===== src/rtl/uart_pkg.sv =====
// Shared constants, FSM encodings and the parity helper used by the UART datapath.
package uart_pkg;
   localparam int PARITY_NONE = 0;
   localparam int PARITY_ODD  = 1;
   localparam int PARITY_EVEN = 2;

   // Bit positions inside the 2-bit rx_err field
   localparam int ERR_FRAME  = 0;
   localparam int ERR_PARITY = 1;

   typedef enum logic [2:0] {
      TX_IDLE, TX_START, TX_DATA, TX_PARITY, TX_STOP
   } tx_state_e;

   typedef enum logic [2:0] {
      RX_IDLE, RX_START, RX_DATA, RX_PARITY, RX_STOP
   } rx_state_e;

   // Zero-extended data keeps its parity, so one 8-bit helper covers 5..8 data bits
   function automatic logic par_bit(input logic [7:0] d, input int kind);
      return (kind == PARITY_ODD) ? ~(^d) : (^d);
   endfunction
endpackage


===== src/rtl/uart_fifo_sync_fifo.sv =====
// First-word-fall-through synchronous FIFO; head is visible on o_rdata while not empty.
module sync_fifo #(
   parameter int WIDTH = 8,
   parameter int DEPTH = 16,
   localparam int AW   = $clog2(DEPTH)
) (
   input  logic             i_clk,
   input  logic             i_rst,
   input  logic             i_push,
   input  logic [WIDTH-1:0] i_wdata,
   input  logic             i_pop,
   output logic [WIDTH-1:0] o_rdata,
   output logic             o_full,
   output logic             o_empty,
   output logic [AW:0]      o_level
);
   logic [WIDTH-1:0] r_mem [DEPTH];
   logic [AW:0]      r_wptr;
   logic [AW:0]      r_rptr;
   logic             w_push;
   logic             w_pop;

   assign w_push  = i_push & ~o_full;
   assign w_pop   = i_pop & ~o_empty;
   assign o_level = r_wptr - r_rptr;
   assign o_full  = (o_level == (AW+1)'(DEPTH));
   assign o_empty = (o_level == '0);
   assign o_rdata = r_mem[r_rptr[AW-1:0]];

   always_ff @(posedge i_clk) begin
      if (i_rst) begin
         r_wptr <= '0;
         r_rptr <= '0;
      end else begin
         if (w_push) r_wptr <= r_wptr + 1'b1;
         if (w_pop)  r_rptr <= r_rptr + 1'b1;
      end
   end

   always_ff @(posedge i_clk) begin
      if (w_push) r_mem[r_wptr[AW-1:0]] <= i_wdata;
   end
endmodule


===== src/rtl/uart_fifo.sv =====
// Full-duplex UART with runtime baud divisor, configurable frame format and TX/RX FWFT FIFOs.
module uart_fifo
   import uart_pkg::*;
#(
   parameter int CLK_DIV    = 105,
   parameter int DIV_W      = 16,
   parameter int DATA_BITS  = 8,
   parameter int PARITY     = 0,
   parameter int STOP_BITS  = 1,
   parameter int FIFO_DEPTH = 16,
   localparam int LW        = $clog2(FIFO_DEPTH) + 1
) (
   input  logic                 i_clk,
   input  logic                 i_rst,
   input  logic                 i_div_we,
   input  logic [DIV_W-1:0]     i_div_wdata,
   output logic                 o_tx,
   input  logic                 i_tx_valid,
   input  logic [DATA_BITS-1:0] i_tx_data,
   output logic                 o_tx_ready,
   output logic                 o_tx_idle,
   input  logic                 i_rx,
   output logic                 o_rx_valid,
   output logic [DATA_BITS-1:0] o_rx_data,
   output logic [1:0]           o_rx_err,
   input  logic                 i_rx_ready,
   output logic                 o_rx_overrun,
   input  logic                 i_ovr_clr,
   output logic [LW-1:0]        o_tx_level,
   output logic [LW-1:0]        o_rx_level
);
   localparam logic [2:0]       LAST_BIT = 3'(DATA_BITS - 1);
   localparam logic [DIV_W-1:0] DIV_RST  = DIV_W'(CLK_DIV);
   localparam bit               HAS_PAR  = (PARITY != PARITY_NONE);

   logic [DIV_W-1:0] r_div;

   always_ff @(posedge i_clk) begin
      if (i_rst)                                   r_div <= DIV_RST;
      else if (i_div_we && i_div_wdata >= DIV_W'(4)) r_div <= i_div_wdata;
   end

   // ---------------- TX ----------------
   logic [DATA_BITS-1:0] w_txf_rdata;
   logic                 w_txf_full;
   logic                 w_txf_empty;
   logic                 w_tx_pop;
   logic                 w_tx_tick;
   logic                 w_tx_stop_last;
   tx_state_e            r_tx_st;
   logic                 r_tx;
   logic [DIV_W-1:0]     r_tx_cnt;
   logic [DIV_W-1:0]     r_tx_div;
   logic [2:0]           r_tx_bit;
   logic                 r_tx_stop;
   logic [DATA_BITS-1:0] r_tx_sh;
   logic                 r_tx_par;

   sync_fifo #(.WIDTH(DATA_BITS), .DEPTH(FIFO_DEPTH)) u_txf (
      .i_clk   (i_clk),
      .i_rst   (i_rst),
      .i_push  (i_tx_valid),
      .i_wdata (i_tx_data),
      .i_pop   (w_tx_pop),
      .o_rdata (w_txf_rdata),
      .o_full  (w_txf_full),
      .o_empty (w_txf_empty),
      .o_level (o_tx_level)
   );

   assign w_tx_tick      = (r_tx_cnt == r_tx_div - DIV_W'(1));
   assign w_tx_stop_last = (STOP_BITS == 1) || r_tx_stop;
   // Reloading straight from the end of STOP keeps back-to-back frames gapless
   assign w_tx_pop       = ~w_txf_empty &&
                           ((r_tx_st == TX_IDLE) ||
                            (r_tx_st == TX_STOP && w_tx_tick && w_tx_stop_last));
   assign o_tx           = r_tx;
   assign o_tx_ready     = ~w_txf_full;
   assign o_tx_idle      = w_txf_empty && (r_tx_st == TX_IDLE);

   always_ff @(posedge i_clk) begin
      if (i_rst) begin
         r_tx_st   <= TX_IDLE;
         r_tx      <= 1'b1;
         r_tx_cnt  <= '0;
         r_tx_div  <= DIV_RST;
         r_tx_bit  <= '0;
         r_tx_stop <= 1'b0;
         r_tx_sh   <= '0;
         r_tx_par  <= 1'b0;
      end else if (w_tx_pop) begin
         r_tx_st  <= TX_START;
         r_tx     <= 1'b0;
         r_tx_cnt <= '0;
         r_tx_div <= r_div;
         r_tx_sh  <= w_txf_rdata;
         r_tx_par <= par_bit(8'(w_txf_rdata), PARITY);
      end else begin
         r_tx_cnt <= w_tx_tick ? '0 : r_tx_cnt + DIV_W'(1);
         case (r_tx_st)
            TX_START: if (w_tx_tick) begin
               r_tx_st  <= TX_DATA;
               r_tx_bit <= '0;
               r_tx     <= r_tx_sh[0];
            end
            TX_DATA: if (w_tx_tick) begin
               if (r_tx_bit == LAST_BIT) begin
                  r_tx_st   <= HAS_PAR ? TX_PARITY : TX_STOP;
                  r_tx      <= HAS_PAR ? r_tx_par : 1'b1;
                  r_tx_stop <= 1'b0;
               end else begin
                  r_tx_bit <= r_tx_bit + 3'd1;
                  r_tx_sh  <= r_tx_sh >> 1;
                  r_tx     <= r_tx_sh[1];
               end
            end
            TX_PARITY: if (w_tx_tick) begin
               r_tx_st   <= TX_STOP;
               r_tx      <= 1'b1;
               r_tx_stop <= 1'b0;
            end
            TX_STOP: if (w_tx_tick) begin
               if (w_tx_stop_last) r_tx_st <= TX_IDLE;
               else                r_tx_stop <= 1'b1;
            end
            default: begin
               r_tx_st  <= TX_IDLE;
               r_tx     <= 1'b1;
               r_tx_cnt <= '0;
            end
         endcase
      end
   end

   // ---------------- RX ----------------
   logic                   r_rx_s1;
   logic                   r_rx_s2;
   logic                   w_rxs;
   rx_state_e              r_rx_st;
   logic [DIV_W-1:0]       r_rx_cnt;
   logic [DIV_W-1:0]       r_rx_div;
   logic [2:0]             r_rx_bit;
   logic [DATA_BITS-1:0]   r_rx_sh;
   logic                   r_rx_perr;
   logic                   r_rx_brk;
   logic                   r_ovr;
   logic                   w_rx_tick;
   logic                   w_rx_half;
   logic                   w_rx_push;
   logic [DATA_BITS+1:0]   w_rx_wdata;
   logic [DATA_BITS+1:0]   w_rxf_rdata;
   logic                   w_rxf_full;
   logic                   w_rxf_empty;

   always_ff @(posedge i_clk) begin
      if (i_rst) begin
         r_rx_s1 <= 1'b1;
         r_rx_s2 <= 1'b1;
      end else begin
         r_rx_s1 <= i_rx;
         r_rx_s2 <= r_rx_s1;
      end
   end

   assign w_rxs      = r_rx_s2;
   assign w_rx_tick  = (r_rx_cnt == r_rx_div - DIV_W'(1));
   assign w_rx_half  = (r_rx_cnt == (r_rx_div >> 1) - DIV_W'(1));
   assign w_rx_push  = (r_rx_st == RX_STOP) && !r_rx_brk && w_rx_tick;
   assign w_rx_wdata = {r_rx_perr, ~w_rxs, r_rx_sh};

   always_ff @(posedge i_clk) begin
      if (i_rst) begin
         r_rx_st   <= RX_IDLE;
         r_rx_cnt  <= '0;
         r_rx_div  <= DIV_RST;
         r_rx_bit  <= '0;
         r_rx_sh   <= '0;
         r_rx_perr <= 1'b0;
         r_rx_brk  <= 1'b0;
      end else begin
         case (r_rx_st)
            RX_IDLE: if (!w_rxs) begin
               r_rx_st   <= RX_START;
               r_rx_cnt  <= '0;
               r_rx_div  <= r_div;
               r_rx_perr <= 1'b0;
            end
            RX_START: begin
               r_rx_cnt <= w_rx_half ? '0 : r_rx_cnt + DIV_W'(1);
               if (w_rx_half) begin
                  r_rx_st  <= w_rxs ? RX_IDLE : RX_DATA;
                  r_rx_bit <= '0;
               end
            end
            RX_DATA: begin
               r_rx_cnt <= w_rx_tick ? '0 : r_rx_cnt + DIV_W'(1);
               if (w_rx_tick) begin
                  r_rx_sh  <= {w_rxs, r_rx_sh[DATA_BITS-1:1]};
                  r_rx_bit <= r_rx_bit + 3'd1;
                  if (r_rx_bit == LAST_BIT) r_rx_st <= HAS_PAR ? RX_PARITY : RX_STOP;
               end
            end
            RX_PARITY: begin
               r_rx_cnt <= w_rx_tick ? '0 : r_rx_cnt + DIV_W'(1);
               if (w_rx_tick) begin
                  r_rx_perr <= (w_rxs != par_bit(8'(r_rx_sh), PARITY));
                  r_rx_st   <= RX_STOP;
               end
            end
            RX_STOP: begin
               // A low stop bit parks here until the line is released, so a break is one character
               if (r_rx_brk) begin
                  if (w_rxs) begin
                     r_rx_brk <= 1'b0;
                     r_rx_st  <= RX_IDLE;
                  end
               end else begin
                  r_rx_cnt <= w_rx_tick ? '0 : r_rx_cnt + DIV_W'(1);
                  if (w_rx_tick) begin
                     if (w_rxs) r_rx_st  <= RX_IDLE;
                     else       r_rx_brk <= 1'b1;
                  end
               end
            end
            default: r_rx_st <= RX_IDLE;
         endcase
      end
   end

   sync_fifo #(.WIDTH(DATA_BITS + 2), .DEPTH(FIFO_DEPTH)) u_rxf (
      .i_clk   (i_clk),
      .i_rst   (i_rst),
      .i_push  (w_rx_push),
      .i_wdata (w_rx_wdata),
      .i_pop   (i_rx_ready),
      .o_rdata (w_rxf_rdata),
      .o_full  (w_rxf_full),
      .o_empty (w_rxf_empty),
      .o_level (o_rx_level)
   );

   always_ff @(posedge i_clk) begin
      if (i_rst) r_ovr <= 1'b0;
      else       r_ovr <= (r_ovr & ~i_ovr_clr) | (w_rx_push & w_rxf_full);
   end

   assign o_rx_valid   = ~w_rxf_empty;
   assign o_rx_data    = w_rxf_rdata[DATA_BITS-1:0];
   assign o_rx_err     = {w_rxf_rdata[DATA_BITS+ERR_PARITY], w_rxf_rdata[DATA_BITS+ERR_FRAME]};
   assign o_rx_overrun = r_ovr;
endmodule

===== config.mk =====
export PLATFORM = sky130hd
export DESIGN_NAME = uart_fifo
export DESIGN_NICKNAME = d
export VERILOG_FILES = /design/src/rtl/uart_pkg.sv /design/src/rtl/uart_fifo_sync_fifo.sv /design/src/rtl/uart_fifo.sv
export SDC_FILE = /design/constraint.sdc
export NUM_CORES = 1
export LEC_CHECK = 0
export CORE_ASPECT_RATIO = 1.75
export CORE_MARGIN = 2
export CORE_UTILIZATION = 44
export CTS_CLUSTER_SIZE = 24
export DETAILED_ROUTE_END_ITERATION = 6
export PLACE_DENSITY = 0.66
export SLEW_MARGIN = 0
export SYNTH_ARGS = -nofsm -noshare
export SYNTH_HDL_FRONTEND = slang
export SYNTH_HIERARCHICAL = 1
export SYNTH_SLANG_ARGS = --single-unit

===== constraint.sdc =====
create_clock -name i_clk -period 11 [get_ports i_clk]
set_clock_uncertainty 0.05 [all_clocks]
set_input_delay 2.2 -clock i_clk [delete_from_list [all_inputs] [get_ports i_clk]]
set_output_delay 2.2 -clock i_clk [all_outputs]
set_load 0.02 [all_outputs]

* Yosys cells after proc, flatten, opt, wreduce, memory -nomap -nowiden *
Memories as Yosys holds them, arrays and structs flattened. A register that Yosys moved wholly into a read port is not among the register bits.
Index checks and enable logic that the tools add are counted.

storage, ports and cells
  flip-flop bits (word level) = 134
  bits in latches = 0
  memory bits (writable) = 288
  ROM bits = 0
  logic and storage cells = 175
  memories kept = 2

cells by class
  $add $sub $neg = 13
  multiply operators = 0
  divide/modulo/power cells = 0
  $lt $le $gt $ge = 1
  equal/unequal tests = 36
  shift operators = 0
  mux-type cells = 52
  bitwise gates (word level) = 15
  reductions and logical operators = 34

memories
  memory       depth  bits a word  rd ports  clocked after memory_dff  wr ports  RTL line                   text
  u_rxf.r_mem  16     10           1         1                         1         uart_fifo_sync_fifo.sv:17  logic [WIDTH-1:0] r_mem [DEPTH];
  u_txf.r_mem  16     8            1         1                         1         uart_fifo_sync_fifo.sv:17

operators with widths
  cell                                                                                  count
  16-bit two-way mux                                                                    4
  16-bit case mux with 4 select lines                                                   1
  3-bit two-way mux                                                                     17
  16-bit equality test                                                                  3
  16-bit by 1-bit adder with 16-bit output, second input constant                       2
  8-bit two-way mux                                                                     4
  16-bit by 1-bit subtractor with 16-bit output, second input constant                  2
  2-bit != test, second input constant                                                  12
  5-bit by 1-bit adder with 5-bit output, second input constant                         4
  16-bit by 3-bit greater-or-equal comparator with 1-bit output, second input constant  1
  4-bit two-way mux                                                                     4
  15-bit by 1-bit subtractor with 16-bit output, second input constant                  1
  1-bit two-way mux                                                                     15
  3-bit by 2-bit != test with 1-bit output, second input constant                       5
  3-bit case mux with 5 select lines                                                    1
  5-bit AND reduction                                                                   3
  3-bit by 2-bit equality test with 1-bit output, second input constant                 4
  3-bit equality test, second input constant                                            4
  3-bit case mux with 2 select lines                                                    2
  3-bit case mux with 4 select lines                                                    1
  3-bit AND reduction                                                                   4
  5-bit equality test, second input constant                                            2
  5-bit logical NOT                                                                     2
  2-bit nonzero test                                                                    5
  23 further kinds                                                                      48

* Depth between registers and ports, before layout *
  depth in word-level cells = 8
  gate-level depth with buffers = 14

* By module *
The synthesis kept the hierarchy.

modules (own cells, without submodules)
  module             instances  cells each  area each (µm²)  sequential area each (µm²)
  sync_fifo (u_rxf)  1          333         6957.9           5084.9
  uart_fifo          1          788         6612.6           2282.2
  sync_fifo (u_txf)  1          289         5763.0           4124.0

* Least setup slack after synthesis *
Ideal clock, no wire load.

  path type = reg-to-output
  start = register u_txf.r_wptr[0]
  end = output port o_tx_idle
  arrival = 2318 ps
  slack = 6432 ps
  cell stages (with the launch flop) = 9
  path through = dfxtp_1 inv_1 ha_1 inv_1 fa_1 nand3b_1 a211o_1 a2bb2oi_2 and3_1

on the way
  word-level cells in the longest chain between the ends = 3

ends and longest elaborated chain
  what                    RTL line                   text
  start, declared         uart_fifo_sync_fifo.sv:18  logic [AW:0] r_wptr;
  start signal, assigned  uart_fifo_sync_fifo.sv:35  if (w_push) r_wptr <= r_wptr + 1'b1;
  5-bit subtractor        uart_fifo_sync_fifo.sv:25  assign o_level = r_wptr - r_rptr;
  via o_tx_level[1]       uart_fifo.sv:29            output logic [LW-1:0] o_tx_level,
  5-bit logical NOT       uart_fifo_sync_fifo.sv:27  assign o_empty = (o_level == '0);
  via w_txf_empty         uart_fifo.sv:46            logic w_txf_empty;
  1-bit logical AND       uart_fifo.sv:79            assign o_tx_idle = w_txf_empty && (r_tx_st == TX_IDLE);
  end, declared           uart_fifo.sv:21            output logic o_tx_idle,

The timed path passes the listed nets, and every way through them passes these cells.

* Worst setup path after layout *
  start = register u_txf.r_wptr[0]
  end = output port o_tx_idle

on the way
  word-level cells in the longest chain between the ends = 3

ends and longest elaborated chain
  what               RTL line
  5-bit subtractor   uart_fifo_sync_fifo.sv:25
  5-bit logical NOT  uart_fifo_sync_fifo.sv:27
  via w_txf_empty    uart_fifo.sv:46
  1-bit logical AND  uart_fifo.sv:79

The timed path passes the listed nets, and every way through them passes these cells.

==> results.md <==
* Outcome: complete, no violations
* Critical Path AT at 3.64 ns
* Row cnt at 101
* Simple-Gate Fraction of Synth Area at 12.1%
* Vias at 11400
* Post-CTS Hold Buffers at 0
* Post-CTS setup buffers at 0
* Reg-to-reg endpoint: u_rxf/r_mem[5][8]
* Synth area leaders: edfxtp_1, dfxtp_1, mux4_2
* Max Freq at 0.170 GHz
* Die height at between 200 and 300 um
* Worst Path Required at 8.75 ns
* Die Wd at 162 um
* Clk slew on worst S/H paths at 0.06 ns
* Antenna-violating nets left at 0
* IO Pins at 56
* Adder-cell share of the synthesized area at 1.95%
* Shortest period the worst path allows at 5.89 ns
* CTS sink cnt at 430
* EDFF count, synth at 288
* Share of the synthesized area in the top cell type at 44.7%
* Yosys top cell by area: edfxtp_1
* Synth cell count leaders: edfxtp_1, dfxtp_1, nor2_1, mux4_2, nand2_1
* Top_reg_cell synth: edfxtp_1
* Die Footprint at between 40000 and 50000 sq um
* WL met1 at 15200 um
* Syn. warnings at 6
* WS Path Type: reg2out
* Max-Cap Viols at 0
* Syn Area/Cell at 13.7 sq um
* Drt total wl at 42700 um
* Starting Density at 44.6%
* Seq/Total Area, Yosys at 59.4%
* Final net count at roughly 1500
* Relative slew slack at 22.9%
* Synth Area in Compound Gates at a little over 6%
* Most common cell in the netlist: edfxtp_1
* Largest net degree at the start of global routing at 58
* R2r startpoint: r_rx_div[1]
* Final setup viols at 0
* Leakage at 7.35 nW
* Post-route DRC at 0
* Antenna cells at 0
* Wire per inst at approximately 21 um
* RSZ-0062 raised after global routing: no
* Setup TNS at 0 ns
* CTS tree: built
* Worst hold path class: reg2reg
* Clk buf depth at 3
* Critical-path maximum fanout at 11
* Worst Hold Endpoint: r_rx_s2
* Crit end category: primary output
* Largest family of logic cells by synthesized area: multiplexers
* Post-synthesis instance area at 19300 sq um
* Global-route wire length before repair at 66500 um
* Inst Count DP at 1965
* GR Overflow Total at 0
* Synth unique cells at 85
* Root Buffer: clkbuf_16
* Path depth of the worst reg2reg path at 9
* Vias in the first global route at approximately 12000
* HPWL Detailed at roughly 30000 um
* Met3 WL at 1360 um
* Max rail drop VDD at 0.164 mV
* Syn_nets at 1470
* Mapped Cells at approximately 1400
* Flops & latches, synth at 430
* Post_cts resized at 0
* First-pass DRT Iterations at 5
* Core area at 43300 sq um
* Final-report hold violation count at 0
* Initial antenna violation count at 0
* # port buffers at 55
* Asr flop ratio synth at 0%
* Synth Area in XOR/XNOR at 4.67%
* H-tree Lvls at 2
* Met2 WL at 24800 um
* GRT Total Usage at roughly a fifth
* Mean number of vias per cell at approximately 5.6
* Fill cell count at 3657
* Worst Tran Pin Value at 1.16 ns
* Gp weighted congestion at 0.850
* Hold Path Origin: r_rx_s1
* Worst skew pair latency at 0.57 ns
* Power Density at between 150 and 200 nW/um^2
* WHS Path Cells at 1
* Top layer in use: met4
* Iteration-0 DRC Markers at 652
* Slew Limit Fails at 0
* R2R setup slack at 6.42 ns
* Mux contribution to synthesized area at approximately an eighth
* Non-filler cells, final at 2039
* Worst Setup Start Kind: flop
* Tcrit/Tclk final at a little over half
* Layout cells sized above 1 at 16.2%
* Area Overhead vs Synth at 12.4%
* Num CTS Buffers at 40
state kept, by name, indices dropped and copies added (netlist names), 5 cells and up, named ones only:
register      count
r_tx_sh           8
r_rx_sh           8
u_txf/r_rptr      5
u_rxf/r_wptr      5
u_txf/r_wptr      5
r_tx_div         16
u_txf/r_mem     128
u_rxf/r_rptr      5
r_rx_div         16
r_rx_cnt         16
r_div            16
r_tx_cnt         16
u_rxf/r_mem     160
placed cells by master, fill, tap and decap left out, types with 7 or more instances in the layout:
cell type and count:
nor4_1 9, inv_1 35, a31oi_1 9, nor2_2 10, buf_4 11, o21ai_0 36, and2_1 7, edfxtp_1 288
xnor2_1 54, dfxtp_1 139, a21oi_1 63, mux2i_1 42, nand2_1 76, mux4_2 90, nand2b_1 15, clkdlybuf4s50_1 54
and3_1 37, clkbuf_16 40, ha_1 27, xor2_1 49, o31ai_1 8, or3_1 14, nand4_1 21, nand3_1 42
o211ai_1 10, nor2_1 97, nor3_1 13, clkinv_2 7, nor2b_1 17
per-stage QoR:
step	setup WS [ns]	utilization, %	hold WS [ns]	power [W]	cell area (sq um)
finish	5.11	50.1	0.382	0.00429	21700
global route	4.81	50.1	0.406	0.00447	21700
CTS	5.08	50.1	0.388	0.00434	21700
global placement	5.72	46.9	0.344	0.00288	20300
detailed placement	5.69	46.9	0.350	0.00290	20300
floorplan	6.43	-	0.339	0.00259	19300
metal layers:
| metal | vias up | track usage [%] |
|---|---|---|
| li1 | 5388 | - |
| met1 | 5718 | 19.9 |
| met2 | 225 | 38.0 |
| met3 | 81 | 2.14 |
| met4 | 0 | 6.88 |
| met5 | - | 0 |
critical path, cell delays in order (launching register included):
cell	delay, ns
dfxtp_1	0.40
inv_1	0.11
ha_1	0.22
inv_1	0.07
fa_1	0.44
nor3b_1	0.20
nand4b_1	0.23
a2bb2oi_2	0.49
and3_1	0.30
clkdlybuf4s50_1	0.63
cell families (layout without fill, tap and decap cells):
group	Yosys count	in the layout
adder cells (fa/ha/maj)	29	29
AO/OA/AOI/OAI	176	176
flip-flops	430	430
buffers and inverters	111	174
multiplexers	142	142
XOR/XNOR	103	103
AND/OR/NAND/NOR	419	419
final cells by class:
class | count | area (sq um) | share of cell area, %
clock buffer | 48 | 1070 | 4.93
clock inverter | 26 | 318 | 1.46
inverter | 35 | 131 | 0.604
multi-input combinational | 869 | 7390 | 34.0
sequential | 430 | 11500 | 52.9
tap | 566 | 708 | 3.26
timing repair buffer | 65 | 623 | 2.87
report_power, final:
part	leakage [nW]	internal (W)	switching [W]
Clock	0.678	0.000826	0.000621
Combinational	2.88	0.000463	0.000516
Sequential	3.79	0.00178	0.0000846
Total	7.35	0.00307	0.00122
worst max path at each step:
| stage | start | end | slack (ns) | cells after the start |
|---|---|---|---|---|
| final | u_txf/r_wptr[0] | o_tx_idle | 5.11 | 9 |
| after global routing | u_txf/r_wptr[0] | o_tx_idle | 4.81 | 9 |
| after CTS | u_txf/r_wptr[0] | o_tx_idle | 5.08 | 9 |
| after detailed placement | u_txf/r_wptr[0] | o_tx_idle | 5.69 | 9 |
| after global placement | u_txf/r_wptr[0] | o_tx_idle | 5.72 | 9 |
| after floorplan | u_txf/r_wptr[0] | o_tx_idle | 6.43 | 8 |
No activity file was read; power rests on OpenSTA's default activity.
